===== src/rtl/flash_copier.sv =====
// Copies N_WORDS 32-bit words from an Avalon-MM flash slave into a sample memory,
// splitting each word into 32/SAMPLE_W samples written on consecutive cycles.
module flash_copier #(
  parameter int FLASH_AW  = 23,
  parameter int MEM_AW    = 8,
  parameter int SAMPLE_W  = 16,
  parameter int N_WORDS   = 128,
  parameter int BASE_ADDR = 0,
  parameter int HI_FIRST  = 0
) (
  input  logic                clk,
  input  logic                rst,
  input  logic                start,
  output logic                busy,
  output logic                done,
  output logic                flash_mem_read,
  output logic [FLASH_AW-1:0] flash_mem_address,
  output logic [3:0]          flash_mem_byteenable,
  input  logic                flash_mem_waitrequest,
  input  logic [31:0]         flash_mem_readdata,
  input  logic                flash_mem_readdatavalid,
  output logic [MEM_AW-1:0]   s_addr,
  output logic [SAMPLE_W-1:0] s_wrdata,
  output logic                s_wren
);

  localparam int SPW = 32 / SAMPLE_W;
  localparam logic [1:0]          K_LAST    = 2'(SPW - 1);
  localparam logic [31:0]         WORD_LAST = 32'(N_WORDS - 1);
  localparam logic [FLASH_AW-1:0] FA_ONE    = FLASH_AW'(1);
  localparam logic [FLASH_AW-1:0] FA_BASE   = FLASH_AW'(BASE_ADDR);
  localparam logic [MEM_AW-1:0]   MA_ONE    = MEM_AW'(1);

  typedef enum logic [2:0] {
    IDLE  = 3'd0,
    REQ   = 3'd1,
    WAIT  = 3'd2,
    WRITE = 3'd3,
    FIN   = 3'd4
  } state_t;

  state_t              state_r;
  logic [31:0]         buf_r;
  logic [31:0]         word_cnt_r;
  logic [MEM_AW-1:0]   ptr_r;
  logic [1:0]          k_r;

  // Slice idx in write order; HI_FIRST reverses the order to MSB slice first.
  function automatic logic [SAMPLE_W-1:0] slice_of(input logic [31:0] w, input int idx);
    int pos;
    pos = (HI_FIRST != 0) ? (SPW - 1 - idx) : idx;
    return w[pos*SAMPLE_W +: SAMPLE_W];
  endfunction

  assign flash_mem_byteenable = 4'b1111;

  // Copy sequencer: every output is a register updated here.
  always_ff @(posedge clk) begin
    if (rst) begin
      state_r           <= IDLE;
      busy              <= 1'b0;
      done              <= 1'b0;
      flash_mem_read    <= 1'b0;
      flash_mem_address <= '0;
      s_addr            <= '0;
      s_wrdata          <= '0;
      s_wren            <= 1'b0;
      buf_r             <= 32'd0;
      word_cnt_r        <= 32'd0;
      ptr_r             <= '0;
      k_r               <= 2'd0;
    end else begin
      case (state_r)
        IDLE: begin
          done <= 1'b0;
          if (start) begin
            flash_mem_address <= FA_BASE;
            word_cnt_r        <= 32'd0;
            ptr_r             <= '0;
            k_r               <= 2'd0;
            busy              <= 1'b1;
            flash_mem_read    <= 1'b1;
            state_r           <= REQ;
          end else begin
            state_r <= IDLE;
          end
        end
        REQ: begin
          if (!flash_mem_waitrequest) begin
            flash_mem_read <= 1'b0;
            state_r        <= WAIT;
          end else begin
            flash_mem_read <= 1'b1;
          end
        end
        WAIT: begin
          // The first slice is taken straight from readdata so WRITE lasts exactly SPW cycles.
          if (flash_mem_readdatavalid) begin
            buf_r    <= flash_mem_readdata;
            k_r      <= 2'd0;
            s_wren   <= 1'b1;
            s_addr   <= ptr_r;
            s_wrdata <= slice_of(flash_mem_readdata, 0);
            ptr_r    <= ptr_r + MA_ONE;
            state_r  <= WRITE;
          end else begin
            state_r <= WAIT;
          end
        end
        WRITE: begin
          if (k_r == K_LAST) begin
            s_wren   <= 1'b0;
            s_wrdata <= '0;
            if (word_cnt_r == WORD_LAST) begin
              done    <= 1'b1;
              busy    <= 1'b0;
              state_r <= FIN;
            end else begin
              flash_mem_address <= flash_mem_address + FA_ONE;
              word_cnt_r        <= word_cnt_r + 32'd1;
              flash_mem_read    <= 1'b1;
              state_r           <= REQ;
            end
          end else begin
            k_r      <= k_r + 2'd1;
            s_addr   <= ptr_r;
            s_wrdata <= slice_of(buf_r, int'(k_r) + 1);
            ptr_r    <= ptr_r + MA_ONE;
          end
        end
        FIN: begin
          done    <= 1'b0;
          state_r <= IDLE;
        end
        default: begin
          state_r        <= IDLE;
          busy           <= 1'b0;
          done           <= 1'b0;
          flash_mem_read <= 1'b0;
          s_wren         <= 1'b0;
          s_wrdata       <= '0;
        end
      endcase
    end
  end

endmodule


===== config.mk =====
export PLATFORM = sky130hd
export DESIGN_NAME = flash_copier
export DESIGN_NICKNAME = d
export VERILOG_FILES = /design/src/rtl/flash_copier.sv
export SDC_FILE = /design/constraint.sdc
export NUM_CORES = 1
export LEC_CHECK = 0
export BUFFER_PORTS_ARGS = -buffer_cell sky130_fd_sc_hd__buf_4
export CAP_MARGIN = 20
export CELL_PAD_IN_SITES_DETAIL_PLACEMENT = 1
export CELL_PAD_IN_SITES_GLOBAL_PLACEMENT = 1
export CORE_MARGIN = 3
export CORE_UTILIZATION = 40
export CTS_BUF_LIST = sky130_fd_sc_hd__clkbuf_4
export CTS_CLUSTER_SIZE = 25
export DETAILED_ROUTE_END_ITERATION = 16
export PLACE_DENSITY = 0.86
export REMOVE_ABC_BUFFERS = 1
export SETUP_SLACK_MARGIN = 0.3
export SLEW_MARGIN = 10
export SYNTH_ARGS = -nofsm -noshare
export SYNTH_HDL_FRONTEND = slang
export SYNTH_SLANG_ARGS = --single-unit

===== constraint.sdc =====
create_clock -name clk -period 3.6 [get_ports clk]
set_input_delay 0.72 -clock clk [delete_from_list [all_inputs] [get_ports clk]]
set_output_delay 0.72 -clock clk [all_outputs]
set_load 0.01 [all_outputs]

# After elaboration in Yosys (flattened, before gate mapping)
# Index checks and enable logic that the tools add are counted.
# word_totals
elab_cells	95
output_inout_bits	55
reg_bits	128
# op_classes
eq_ne	13
shifts	1
muxes	42
addsub	5
reduce_logical	18
n_bitwise	4
# op_table
operator	n
$mux 32	3
$mux 23	3
$pmux 32 s2	1
$pmux 16 s3	1
$pmux 23 s2	1
$mux 8	5
$add 32x1->32 const B	1
$eq 32x7->1 const B	1
$mux 16	2
$shiftx 32x8->16	1
$pmux 8 s3	1
$add 23x1->23 const B	1
$pmux 8 s2	1
$reduce_and 4->1	4
$ne 2x2->1 const B	7
$mux 1	12
$pmux 3 s4	1
$mux 3	3
$reduce_and 3->1	3
$add 8x1->8 const B	1
$eq 3x2->1 const B	2
$mux 2	3
$pmux 1 s3	2
$pmux 2 s3	1
14 further kinds	22

# Logic depth before layout (Yosys ltp)
# depth
word_depth	4
mapped_depth	9

# Worst setup path after synthesis
# OpenSTA, ideal clock, no wires.
# synth_path
path_type	register to register
start	reg word_cnt_r[0]
end	reg word_cnt_r[25]
stages_incl_launch_ff	9
required_time_ps	3468
arrival_time_ps	1916
setup_ps	132
path_slack_ps	1551
n_path_buf	1
cell_sequence	dfxtp_1 > ha_1 > and3_1 > nand4_2 > o31ai_2 > buf_2 > a31oi_1 > o21ai_0 > a21oi_1
# synth_via
elab_chain_len	4
word_cells_on_any_way	7
cone_classes	add/sub: 1; eq/ne: 2; mux: 3; reduce/logical: 1
# synth_rtl
item	line	rtl
from (decl)	44	logic [31:0] word_cnt_r;
from (signal assigned)	120	word_cnt_r <= word_cnt_r + 32'd1;
$add 32x1->32	120	
$mux 32	114	if (word_cnt_r == WORD_LAST) begin
$mux 32	111	if (k_r == K_LAST) begin
$pmux 32 s2	73	case (state_r)
# Several ways; a longest one is shown, not always the timed one. The select of a mux whose other input is x is not followed.
# A chain may end at the register's enable or synchronous reset.

# Final worst setup path
# layout_path
start	reg word_cnt_r[0]
end	reg flash_mem_address[22]
# layout_via
elab_chain_len	3
# layout_rtl
item	line	rtl
$eq 32x7->1	114	
$ne 2x2->1 (no line)	-	
$reduce_and 4->1 (no line)	-	
to (signal assigned)	119	flash_mem_address <= flash_mem_address + FA_ONE;
to (decl)	17	output logic [FLASH_AW-1:0] flash_mem_address,
# Every way passes these cells.

==> results.sh <==
export IMPL_yosys_register_bits=112
export IMPL_hold_viol=0
export IMPL_cts_buffers=9
export IMPL_drt_pass1_iterations=5
export IMPL_cp_required_ns=3.98
export IMPL_pin_count=92
export IMPL_ys_types=58
export IMPL_synthXorXnorAreaFrac_pct=0.1611
export IMPL_cts_sinks=112
export IMPL_synth_top_family_by_area="simple AND/OR/NAND/NOR gates"
export IMPL_ctsHtreeMaxLevel=3
export IMPL_hold_worst_slack_ns=0.4353
export IMPL_dp_hpwl_mm=11.41
export IMPL_area_growth_pct=16.87
export IMPL_finalSetupViolations=0
export IMPL_gr_total_overflow=0
export IMPL_rrSetupSlack_ns=0.82
export IMPL_syn_area_sq_um=5438
export IMPL_status="completed"
export IMPL_viasPerCell=5.947
export IMPL_post_route_period_util_pct=77.23
export IMPL_ys_top_cells_by_area="dfxtp_1, nor2_1, nand2_1, a21oi_1, o21ai_0"
export IMPL_grt_pass1_vias=5492
export IMPL_synth_largest_area_cell="dfxtp_1"
export IMPL_synth_seq_area_share_pct=41.23
export IMPL_drt_initial_drc_count=307
export IMPL_path_cells="ha_1, and3_1, nand4_2, o311ai_4, a41oi_1, o21ai_0, o41ai_1"
export IMPL_cp_slowest_cell="o311ai_4"
export IMPL_synth_simple_area_share_pct=25.77
export IMPL_wl_mm=16.52
export IMPL_synthMuxAreaShare_pct=2.025
export IMPL_placed_area_sq_um=6206
export IMPL_ys_warn_count=0
export IMPL_async_flop_share_pct=0
export IMPL_finClkSkew_ns=0.01395
export IMPL_post_cts_setup_buffers=0
export IMPL_ir_drop_uv=213.7
export IMPL_die_w_um=122.6
export IMPL_synth_cells=675
export IMPL_p_leak_nw=2.255
export IMPL_rows=41
export IMPL_dpl_cell_count=905
export IMPL_synth_adder_area_share_pct=0.9204
export IMPL_fmax_mhz=359.7
export IMPL_postLayoutCellArea_sq_um=6355
export IMPL_cap_violations=0
export IMPL_synthTopCellsByCount="dfxtp_1, nor2_1, nand2_1"
export IMPL_vias=5483
export IMPL_syn_avg_cell_area_sq_um=8.056
export IMPL_synth_top_area_share_pct=41.23
export IMPL_fin_cells=922
export IMPL_clockBufferDepth=2
export IMPL_worstHoldPathType="in -> reg"
export IMPL_port_buffers=87
export IMPL_cts_hold_buffers=0
export IMPL_cts_clk_slew_worst_paths_ns=0.18
export IMPL_rsz0062_at_grt="no"
export IMPL_synth_compound_area_share_pct=25.15
export IMPL_antenna_found_initial=1
export IMPL_min_period_ns=2.780
export IMPL_maxSlewViolCount=0
export IMPL_worst_path_max_fanout=24
export IMPL_cts_resized=0
export IMPL_critPathMaxStageDelay_ns=0.98
export IMPL_critPathArrivalTime_ns=3.16
export IMPL_coreArea_sq_um=12930
export IMPL_yosysMostFrequentCell="dfxtp_1"
export IMPL_cts_tree="built"
export IMPL_powerDensity_nw_per_um2=338.6
export IMPL_drc=0
export IMPL_start_kind="register"
export IMPL_synth_edf_count=0
export IMPL_drive_above_1_share_pct=17.09
export IMPL_ant_nets=0
export IMPL_die_area_sq_um=15030
export IMPL_routedWlPerCell_um=17.91
export IMPL_clk_latency_ns=0.51
export IMPL_fin_nets=785
export IMPL_die_h_um=122.6
export IMPL_setup_tns_ns=0
export IMPL_worst_slew_pin_slew_ns=1.023
export IMPL_final_util_pct=49.16
export IMPL_gp_congestion=0.8514
export IMPL_grt_pass1_wl_mm=26.99
export IMPL_synthFlopType="dfxtp_1"
export IMPL_end_kind="register"
export IMPL_crit_type="reg -> reg"
export IMPL_slew_headroom_pct=31.63
export IMPL_grt_max_degree=44
export IMPL_cts_root_buf="clkbuf_4"
export IMPL_track_usage_pct=22.16
export IMPL_start_util_pct=42.06
-- cells by family (layout without fill, tap and decap cells) --
| family | count (synthesis) | in the layout |
|---|---|---|
| AND/OR/NAND/NOR | 286 | 286 |
| adder cells (fa/ha/maj) | 4 | 4 |
| buffers and inverters | 55 | 126 |
| flip-flops | 112 | 112 |
| XOR/XNOR | 1 | 1 |
| other | 1 | 5 |
| multiplexers | 11 | 11 |
| AO/OA/AOI/OAI | 205 | 205 |
-- worst paths after layout --
| kind | from | to | cells past startpoint |
|---|---|---|---|
| max | word_cnt_r[0] | flash_mem_address[22] | 7 |
| min | flash_mem_readdata[19] | buf_r[19] | 3 |
| max reg2reg | word_cnt_r[0] | flash_mem_address[22] | 7 |
| min reg2reg | buf_r[19] | buf_r[19] | 2 |
-- layout by cell type, fill, tap and decap left out, types with 6 or more instances in the layout --
cell type    n
o31ai_1      8
a31oi_1     17
nand3_1     21
a21oi_1     56
mux2i_1     11
and2_1       7
a22oi_1     19
nand2_1     78
nor4_1       9
or3_1        6
o21ai_0     37
a311oi_1    15
nor2_1      88
and4_1       7
and3_1      12
nor3_1      18
nand2b_1     8
a22o_1      18
dfxtp_1    112
clkbuf_4     9
nand4_1     10
inv_1        8
buf_4      102
-- sequential cells by signal (all words and copies together) (netlist names) --
register / cells
buf_r: 16
busy: 1
done: 1
flash_mem_address: 23
flash_mem_read: 1
k_r: 2
ptr_r: 8
s_addr: 8
s_wrdata: 16
s_wren: 1
state_r: 3
word_cnt_r: 32
-- through the flow --
step	setup slack [ns]	power [mW]
after floorplan	1.101	1.384
after global placement	1.074	1.484
after detailed placement	0.9092	1.493
after CTS	0.8753	2.164
after global routing	0.6059	2.237
final	0.8198	2.152
-- critical path: cells and delay by family (launching register included) --
family          cells  cell delay [ns]
compound gates      4             1.38
simple gates        2             0.60
flops               1             0.45
fa+ha+maj           1             0.22
-- routing by layer --
layer	vias to the layer above	wire, um	global-route usage, %
li1	2620	-	-
met1	2698	7317	28.28
met2	136	8241	38.06
met3	29	609	2.673
met4	0	349	8.887
met5	-	0	0
-- area by class of cell --
class / instances / area [sq um]
multi-input cells: 511 / 2953
repair buffers: 102 / 765.7
flip-flops and latches: 112 / 2242
diodes: 1 / 2.502
clock buffers: 9 / 67.56
well taps: 172 / 215.2
fillers: 1617 / 6573
clock inverters: 7 / 78.83
inverters: 8 / 30.03
-- power by group --
| part | total, mW | internal (mW) | switching [mW] |
|---|---|---|---|
| Combinational | 0.202 | 0.0757 | 0.126 |
| Clock | 0.683 | 0.222 | 0.461 |
| Sequential | 1.27 | 1.25 | 0.0147 |
(Power assumes the default switching activity.)
